===== config.mk =====
export PLATFORM = sky130hd
export DESIGN_NAME = hilo_regfile
export DESIGN_NICKNAME = d
export VERILOG_FILES = /design/src/rtl/hilo_regfile.sv
export SDC_FILE = /design/constraint.sdc
export NUM_CORES = 1
export LEC_CHECK = 0
export BUFFER_PORTS_ARGS = -buffer_cell sky130_fd_sc_hd__buf_2
export CAP_MARGIN = 15
export CORE_UTILIZATION = 55
export CTS_CLUSTER_SIZE = 24
export DETAILED_ROUTE_END_ITERATION = 10
export GPL_TIMING_DRIVEN = 1
export HOLD_SLACK_MARGIN = 0.15
export PLACE_DENSITY = 0.79
export SLEW_MARGIN = 20
export SYNTH_ARGS = -nofsm -noshare
export SYNTH_HDL_FRONTEND = slang
export SYNTH_SLANG_ARGS = --single-unit

===== constraint.sdc =====
create_clock -name clk -period 1.15 [get_ports clk]
set_input_delay 0.1725 -clock clk [delete_from_list [all_inputs] [get_ports clk]]
set_output_delay 0.1725 -clock clk [all_outputs]
set_load 0.005 [all_outputs]

===== src/rtl/hilo_regfile.sv =====
// HI/LO architectural register pair with M/W write slots that commit at W.
// Define HILO_FWD_EN to forward in-flight writes; otherwise reads raise stall_req.
module hilo_regfile #(
  parameter int DW = 32
) (
  input  logic          clk,
  input  logic          rst,
  input  logic          stall,
  input  logic          flush_e,
  input  logic          flush_m,
  input  logic [1:0]    hilo_we_e,
  input  logic [DW-1:0] hi_e,
  input  logic [DW-1:0] lo_e,
  input  logic [1:0]    rd_e,
  output logic [DW-1:0] hi_o,
  output logic [DW-1:0] lo_o,
  output logic          stall_req
);

  logic [DW-1:0] r_arch_hi;
  logic [DW-1:0] r_arch_lo;
  logic [1:0]    r_m_we;
  logic [DW-1:0] r_m_hi;
  logic [DW-1:0] r_m_lo;
  logic [1:0]    r_w_we;
  logic [DW-1:0] r_w_hi;
  logic [DW-1:0] r_w_lo;

  // Pipeline slots and architectural commit; flush_m kills M even while stalled.
  always_ff @(posedge clk) begin
    if (rst) begin
      r_arch_hi <= {DW{1'b0}};
      r_arch_lo <= {DW{1'b0}};
      r_m_we    <= 2'b00;
      r_m_hi    <= {DW{1'b0}};
      r_m_lo    <= {DW{1'b0}};
      r_w_we    <= 2'b00;
      r_w_hi    <= {DW{1'b0}};
      r_w_lo    <= {DW{1'b0}};
    end else if (stall) begin
      if (flush_m) begin
        r_m_we <= 2'b00;
      end else begin
        r_m_we <= r_m_we;
      end
    end else begin
      if (r_w_we[1]) begin
        r_arch_hi <= r_w_hi;
      end
      if (r_w_we[0]) begin
        r_arch_lo <= r_w_lo;
      end
      r_w_we <= flush_m ? 2'b00 : r_m_we;
      r_w_hi <= r_m_hi;
      r_w_lo <= r_m_lo;
      r_m_we <= flush_e ? 2'b00 : hilo_we_e;
      r_m_hi <= hi_e;
      r_m_lo <= lo_e;
    end
  end

`ifdef HILO_FWD_EN
  logic [1:0] w_unused;
  assign w_unused = rd_e;

  // Newest-first operand select, each half on its own enable bit.
  always_comb begin
    if (r_m_we[1]) begin
      hi_o = r_m_hi;
    end else if (r_w_we[1]) begin
      hi_o = r_w_hi;
    end else begin
      hi_o = r_arch_hi;
    end
    if (r_m_we[0]) begin
      lo_o = r_m_lo;
    end else if (r_w_we[0]) begin
      lo_o = r_w_lo;
    end else begin
      lo_o = r_arch_lo;
    end
    stall_req = 1'b0;
  end
`else
  logic w_hi_busy;
  logic w_lo_busy;
  assign w_hi_busy = r_m_we[1] | r_w_we[1];
  assign w_lo_busy = r_m_we[0] | r_w_we[0];

  // Architectural-only reads; a read of a half with a write in flight must wait.
  always_comb begin
    hi_o      = r_arch_hi;
    lo_o      = r_arch_lo;
    stall_req = (rd_e[1] & w_hi_busy) | (rd_e[0] & w_lo_busy);
  end
`endif

endmodule


# ---- Word level (Yosys, flattened, before mapping)
# Cells that the tools add are included.
dict set report totals {
  register_bits 196
  latch_bits 0
  mem_bits_rw 0
  mem_bits_ro 0
  output_inout_bits 65
  memories 0
}
dict set report op_classes {
  addsub 0
  n_mul 0
  div_mod_pow 0
  order_cmp 0
  n_eq_ne 0
  shifts 0
  mux 3
  bitwise_logic 6
  reduce_logical 2
}
# op count
set op_table {}
lappend op_table {{$mux 2} 3}
lappend op_table {{$reduce_and 2->1} 2}
lappend op_table {{$or 1x1->1} 3}
lappend op_table {{$and 1x1->1} 2}
lappend op_table {{$not 1->1} 1}

# ---- Depth between registers and ports, before layout
# Gate-level depths: netlist of the first run.
dict set report logic_depth {
  ltp_word 3
  depth_mapped 5
}

# ---- Worst setup path after synthesis of the first run
# No wires, ideal clock.
dict set report synth_timing {
  path_type {register to register}
  startpoint {register r_w_we[0]}
  endpoint {register r_arch_lo[24] (netlist: lo_o[24])}
  setup_ps 130
  arrival_time_ps 943
  required_time_ps 1020
  setup_slack_ps 77
  stages_incl_launch_ff 4
  n_path_buf 1
  synth_period_minus_slack_ps 1073
  path_cell_list {dfxtp_1 and2b_1 clkbuf_1 o21ai_0}
}
dict set report synth_between {
  elab_chain_cells 1
}
# element line
set synth_lines {}
lappend synth_lines {{start, declared} 25} ;# logic [1:0] r_w_we;
lappend synth_lines {{start signal, assigned} 53} ;# r_w_we <= flush_m ? 2'b00 : r_m_we;
lappend synth_lines {{$reduce_and 2->1 (no line)} -}
lappend synth_lines {{end signal, assigned} 33} ;# r_arch_lo <= {DW{1'b0}};
lappend synth_lines {{end signal, assigned} 51} ;# r_arch_lo <= r_w_lo;
lappend synth_lines {{end, declared} 21} ;# logic [DW-1:0] r_arch_lo;
# Every way passes these cells.
# A chain may end at the register's enable or synchronous reset.

# ---- Worst setup path after layout of the first run
dict set report layout_timing {
  startpoint {register r_m_we[0]}
  endpoint {output stall_req}
}
dict set report layout_between {
  elab_chain_cells 3
}
# element line
set layout_lines {}
lappend layout_lines {{start, declared} 22} ;# logic [1:0] r_m_we;
lappend layout_lines {{start signal, assigned} 44} ;# r_m_we <= r_m_we;
lappend layout_lines {{start signal, assigned} 56} ;# r_m_we <= flush_e ? 2'b00 : hilo_we_e;
lappend layout_lines {{$or 1x1->1} 88} ;# assign w_lo_busy = r_m_we[0] | r_w_we[0];
lappend layout_lines {{$and 1x1->1} 94} ;# stall_req = (rd_e[1] & w_hi_busy) | (rd_e[0] & w_lo_busy);
lappend layout_lines {{$or 1x1->1} 94}
lappend layout_lines {{end, declared} 17} ;# output logic stall_req
# Every way passes these cells.

==> results.yml, run 1 <==
finish:
  multi_input_area_um2: 3318
  fin_area_um2: 9976
  drive_gt1_frac: 0.2277
  fin_cells: 1116
  syn_to_final_growth_pct: 31.70
  nNetsFinal: 1001
  antenna_cells: 0
  n_fill_cell: 909
  seqCellArea_um2: 3928
  fin_util: 0.7474
clock_network:
  htreeDepth: 4
  cts-root-buf: "clkbuf_16"
  cts.sinks: 196
  cts.clk_slew.worst_paths_ps: 60
  clk_latency_ps: 430
  clock_path_buffers: 2
  cts_tree: "done"
  cts_buffers: 17
setup_path:
  slowest_stage: "dfxtp_2"
  cp-start-kind: "flop"
  worstSetupEndpointType: "output pin"
  cpLargestDelayFamily: "flip-flops"
  cp.arrival_ps: 1090
  path_cells: "o21ai_1 > nand2_1 > buf_2"
  max_stage_delay_ps: 320
  path_class: "flop to output pin"
  crit_buf_inv: 1
  worstPathRequired_ps: 980
  path_max_fanout: 2
drt:
  wire_per_inst_um: 15.46
  avgViaCountPerCell: 5.265
  first_pass_iters: 5
  num_vias: 5876
  remaining_drc_errors: 0
  drt_iter0_drc: 357
  wl_um: 17250
  detail-route-antenna-nets: 0
pwr:
  intPower_mw: 11.94
  ir_drop_v: 0.001197
  p_seq_frac: 0.475
  p_leak_nw: 4.453
  power.switching_mw: 3.055
  pwr-share-clk: 0.444
  p_comb_frac: 0.081
  p_per_area_nw_per_um2: 1504
  swShare: 0.2037
synth:
  ys_seq_area_frac: 0.5180
  async_flop_share: 0
  yosys-top-cells-count: "dfxtp_1, mux2i_1, nor2_1"
  synth_flop_cell: "dfxtp_1"
  yosys.area.top_type_share: 0.5180
  avgSynthCellArea_um2: 10.46
  synth_edf_count: 0
  yosys.area.top_type: "dfxtp_1"
  synth_top_cells_by_area: "dfxtp_1, mux2i_1, nand4bb_1"
  syn_inst: 724
  yosysMostFrequentCell: "dfxtp_1"
  synth.distinct_cells: 19
  ys_ff_latch: 196
  syn_nets: 797
  synth_warnings: 0
  syn_area_um2: 7575
sta:
  clock_skew_ps: 7.369
  setup_slack_ps: -112.0
  rsz0062_at_grt: "yes"
  tightestPinTransition_ps: 499.4
  setup_viol: 1
  post-route-min-period_ps: 1262
  max_freq_mhz: 792.4
  relSlewSlack: 0.6671
  fin_crit_sh: 1.097
  hold_violations: 0
  slew_viol_final: 0
place:
  place_inst: 1013
  hpwlAfterDp_um: 10440
  placed_area_um2: 8577
  gp_congestion: 0.7689
  port_buffers: 137
floorplanning:
  die_x_um: 119.4
  fp.dieH_um: 119.4
  design.die.area_um2: 14250
  start_util: 0.5675
  core_area_um2: 13350
  io_pins: 138
  rows: 42
grt:
  grt_overflow: 0
  grtUsageTotal: 0.2489
  grt_max_degree: 45
  antenna_found_initial: 0
  grt_pass1_wl_um: 27830
  grt_pass1_vias: 5956
run_status:
  violations: "setup timing"
  outcome: "complete, but fails checks"
job:
  max-cap-violations: 0
hold_path:
  hold_class: "input pin to flop"
## worst min-delay path, stage by stage
cell and delay [ps]:
clkbuf_8 190, nand2b_1 130, o21ai_2 50
## cell type report
cell class | count | share of cell area
clock buffers | 22 | 0.04754
clock inverters | 9 | 0.01994
multi-input cells | 465 | 0.3326
flip-flops and latches | 196 | 0.3937
well taps | 176 | 0.02207
repair buffers | 248 | 0.1841
## final timing paths
check	from	depth (start not counted)	slack [ps]	endpoint
worst min register to register	hi_o[18]$_SDFFE_PP0P_	2	460	hi_o[18]$_SDFFE_PP0P_
worst max-delay path	r_m_we[0]$_SDFF_PP0_	3	-110	stall_req
worst max register to register	r_w_we[1]$_SDFFE_PP0N_	4	60	hi_o[30]$_SDFFE_PP0P_
worst min-delay path	stall	3	170	r_m_we[0]$_SDFF_PP0_
## layout by cell type, fill, tap and decap left out, types with 4 or more instances in the layout
cell type / netlist / routed
buf_2: 18 / 135
o21ai_1: 24 / 32
mux2i_1: 128 / 128
nand4bb_1: 64 / 64
buf_4: 14 / 31
buf_12: 0 / 10
dlygate4sd3_1: 0 / 69
nand2b_1: 67 / 67
dfxtp_1: 196 / 193
nor2_1: 128 / 128
bufinv_16: 0 / 6
clkbuf_8: 0 / 4
clkbuf_16: 0 / 17
o21ai_0: 43 / 34
## cells by family (layout without fill, tap and decap cells)
family | after synthesis | count (layout) | synth area share
and+or+nand+nor | 267 | 267 | 0.2213
DFF | 196 | 196 | 0.5180
muxes | 128 | 128 | 0.1691
AOI/OAI and AO/OA | 70 | 70 | 0.04708
buffers and inverters | 63 | 279 | 0.04443
## state kept, by name, indices dropped and copies added, names as in the netlist
| register | cells |
|---|---|
| r_w_hi | 32 |
| hi_o | 32 |
| r_w_we | 2 |
| r_m_hi | 32 |
| r_w_lo | 32 |
| lo_o | 32 |
| r_m_lo | 32 |
| r_m_we | 2 |
## layer usage
metal	global-route usage	up-vias	share of wire
met5	0	-	0
met4	0.1055	0	0.021
met3	0.05891	32	0.041
met2	0.4535	140	0.53
met1	0.2748	2803	0.41
li1	-	2901	-
## metrics by stage
stage	setup TNS [ps]	setup slack (ps)	hold WS [ps]	power (mW)
floorplan	0	76.95	316.4	7.937
global placement	0	46.90	403.3	8.210
detailed placement	0	4.360	411.2	8.271
CTS	-654.2	-128.2	157.3	15.06
global route	-151.2	-149.0	177.5	15.49
finish	-112.0	-112.0	167.3	15.00
## power groups by stage
stage | Clock (mW) | Combinational [mW] | Sequential (mW)
2_1_floorplan | 0 | 0.704 | 7.23
3_3_place_gp | 0 | 0.958 | 7.25
3_5_place_dp | 0 | 1.00 | 7.27
4_1_cts | 6.74 | 1.20 | 7.12
5_1_grt | 7.04 | 1.32 | 7.14
6_report | 6.66 | 1.22 | 7.13
## timing repair
item,CTS,global route
buffers inserted,2,0
gates resized for setup,5,9
setup endpoints to repair,1,15
hold buffers,70,0
pin swaps,2,1
hold endpoints to repair,73,0
No activity file was read; power rests on OpenSTA's default activity.
==> inputs of run 2 (changes only) <==
--- a/config.mk
+++ b/config.mk
@@ -6,9 +6,10 @@
 export NUM_CORES = 1
 export LEC_CHECK = 0
 export BUFFER_PORTS_ARGS = -buffer_cell sky130_fd_sc_hd__buf_2
-export CAP_MARGIN = 15
+export CAP_MARGIN = 20
+export CORE_MARGIN = 2
 export CORE_UTILIZATION = 55
-export CTS_CLUSTER_SIZE = 24
+export CTS_CLUSTER_SIZE = 10
 export DETAILED_ROUTE_END_ITERATION = 10
 export GPL_TIMING_DRIVEN = 1
 export HOLD_SLACK_MARGIN = 0.15
==> run 2 against run 1 <==
  * The run still ends with setup timing left
  * Wire length is 1.8% lower
  * Sequential power hardly changed
  * Design area is 0.46% lower
  * Critical path depth stayed put
  * Combinational power hardly changed
  * Highest routed layer unchanged
==> results.yml, run 2 (same netlist as run 1, synthesis figures left out) <==
run_status:
  outcome: "complete, but fails checks"
  violations: "setup timing"
sta:
  fin_crit_sh: 1.075
  relSlewSlack: 0.8205
  rsz0062_at_grt: "yes"
  max_freq_mhz: 809.0
  slew_viol_final: 0
  post-route-min-period_ps: 1236
  tightestPinTransition_ps: 268.3
  clock_skew_ps: 8.677
  hold_violations: 0
  setup_slack_ps: -86.07
  setup_viol: 1
setup_path:
  max_stage_delay_ps: 330
  path_max_fanout: 2
  cpLargestDelayFamily: "flip-flops"
  worstPathRequired_ps: 980
  crit_buf_inv: 1
  cp.arrival_ps: 1060
  cp-start-kind: "flop"
  path_cells: "o21ai_2 > nand2_1 > buf_2"
  worstSetupEndpointType: "output pin"
  slowest_stage: "dfxtp_2"
  path_class: "flop to output pin"
  reg2reg_setup_slack_ps: 30
finish:
  fin_area_um2: 9930
  final_cell_mix: "dfxtp_1, buf_2, mux2i_1, nor2_1, dlygate4sd3_1"
  antenna_cells: 0
  drive_gt1_frac: 0.2431
  syn_to_final_growth_pct: 31.09
  layout_commonest_cell: "dfxtp_1"
  nNetsFinal: 1002
  n_fill_cell: 900
place:
  hpwlAfterDp_um: 10550
  port_buffers: 137
  placed_area_um2: 8554
  dp_slack_ps: -22.54
  gp_congestion: 0.8022
grt:
  met2_usage: 0.4326
  grt_pass1_wl_um: 27730
  grtUsageTotal: 0.2376
  grt_pass1_vias: 5967
  grt-busiest-layer: "met2"
  met3_usage: 0.05122
  antenna_found_initial: 0
  grt_max_degree: 48
  grt_overflow: 0
  met1_usage: 0.2706
clock_network:
  cts_tree: "done"
  cts.clk_slew.worst_paths_ps: 70
  clk_latency_ps: 430
  htreeDepth: 4
  cts.sinks: 196
  cts_buffers: 17
  cts-root-buf: "clkbuf_16"
  clock_path_buffers: 2
hold_path:
  hold_class: "input pin to flop"
job:
  max-cap-violations: 0
floorplanning:
  die_x_um: 121.4
  io_pins: 138
  rows: 42
  core_area_um2: 13350
  start_util: 0.5675
  design.die.area_um2: 14730
  fp.dieH_um: 121.4
drt:
  num_vias: 5838
  wire_per_inst_um: 15.15
  first_pass_iters: 4
  remaining_drc_errors: 0
  avgViaCountPerCell: 5.222
  wl_um: 16940
  detail-route-antenna-nets: 0
  drt_iter0_drc: 349
pwr:
  p_per_area_nw_per_um2: 1425
  ir_drop_v: 0.0009384
  p_leak_nw: 4.417
==> run 2: cell types whose count changed in the layout (fill, tap and decap cells not counted), sizes merged <==
cell / delta
buf: +2
bufinv: -4
clkbuf: -2
clkinv: +3
clkinvlp: +4
dlymetal6s4s: -1
==> run 2: cell type report <==
class / count / area [µm²] / share of cell area
sequential: 196 / 3935 / 0.3963
multi-input combinational: 465 / 3354 / 0.3378
timing repair buffer: 249 / 1832 / 0.1845
clock buffer: 20 / 456.7 / 0.04599
tap: 176 / 220.2 / 0.02218
clock inverter: 12 / 131.4 / 0.01323
==> run 2: layer usage <==
layer	share of wire	wire length, µm
met4	0.017	281
met2	0.53	8944
met1	0.42	7099
met3	0.036	611
met5	0	0
==> run 2: worst paths after layout <==
path                                             start                       to  depth (start not counted)
worst max-delay path              r_m_we[1]$_SDFF_PP0_                stall_req                          3
worst min-delay path                             stall  r_w_hi[24]$_SDFFE_PP0N_                          3
worst max register to register  r_w_we[1]$_SDFFE_PP0N_    hi_o[24]$_SDFFE_PP0P_                          4
worst min register to register   hi_o[28]$_SDFFE_PP0P_    hi_o[28]$_SDFFE_PP0P_                          2
==> run 2: stage by stage <==
| stage | TNS, ps | hold slack (ps) | utilization | power, mW | std cells |
|---|---|---|---|---|---|
| after floorplan | 0 | 316.4 | - | 7.937 | 724 |
| after global placement | 0 | 401.9 | 0.6409 | 8.204 | 1015 |
| after detailed placement | -46.11 | 411.5 | 0.6409 | 8.264 | 1015 |
| after CTS | -101.5 | 198.2 | 0.7387 | 14.21 | 1118 |
| after global routing | -170.2 | 209.8 | 0.7439 | 14.65 | 1118 |
| final | -86.07 | 211.5 | 0.7439 | 14.15 | 1118 |
==> run 2: worst register-to-register path, stage by stage, from the launching register on <==
cell and delay [ps]:
dfxtp_4 350, buf_4 150, and2b_2 230, buf_8 160, o21ai_0 160
==> run 2: repair_timing <==
item / in CTS / in global routing
pin swaps: 2 / 0
buffers inserted: 2 / 0
hold buffers: 69 / 0
endpoints found under the hold margin: 70 / 0
endpoints found under the setup margin: 1 / 38
resized for setup: 7 / 50
==> run 2: where the power goes <==
part	switching, mW	internal, mW	leakage, nW
clock network	2.53	3.31	0.278
logic	0.503	0.691	2.54
registers	0.117	7.00	1.60
total	3.15	11.0	4.42
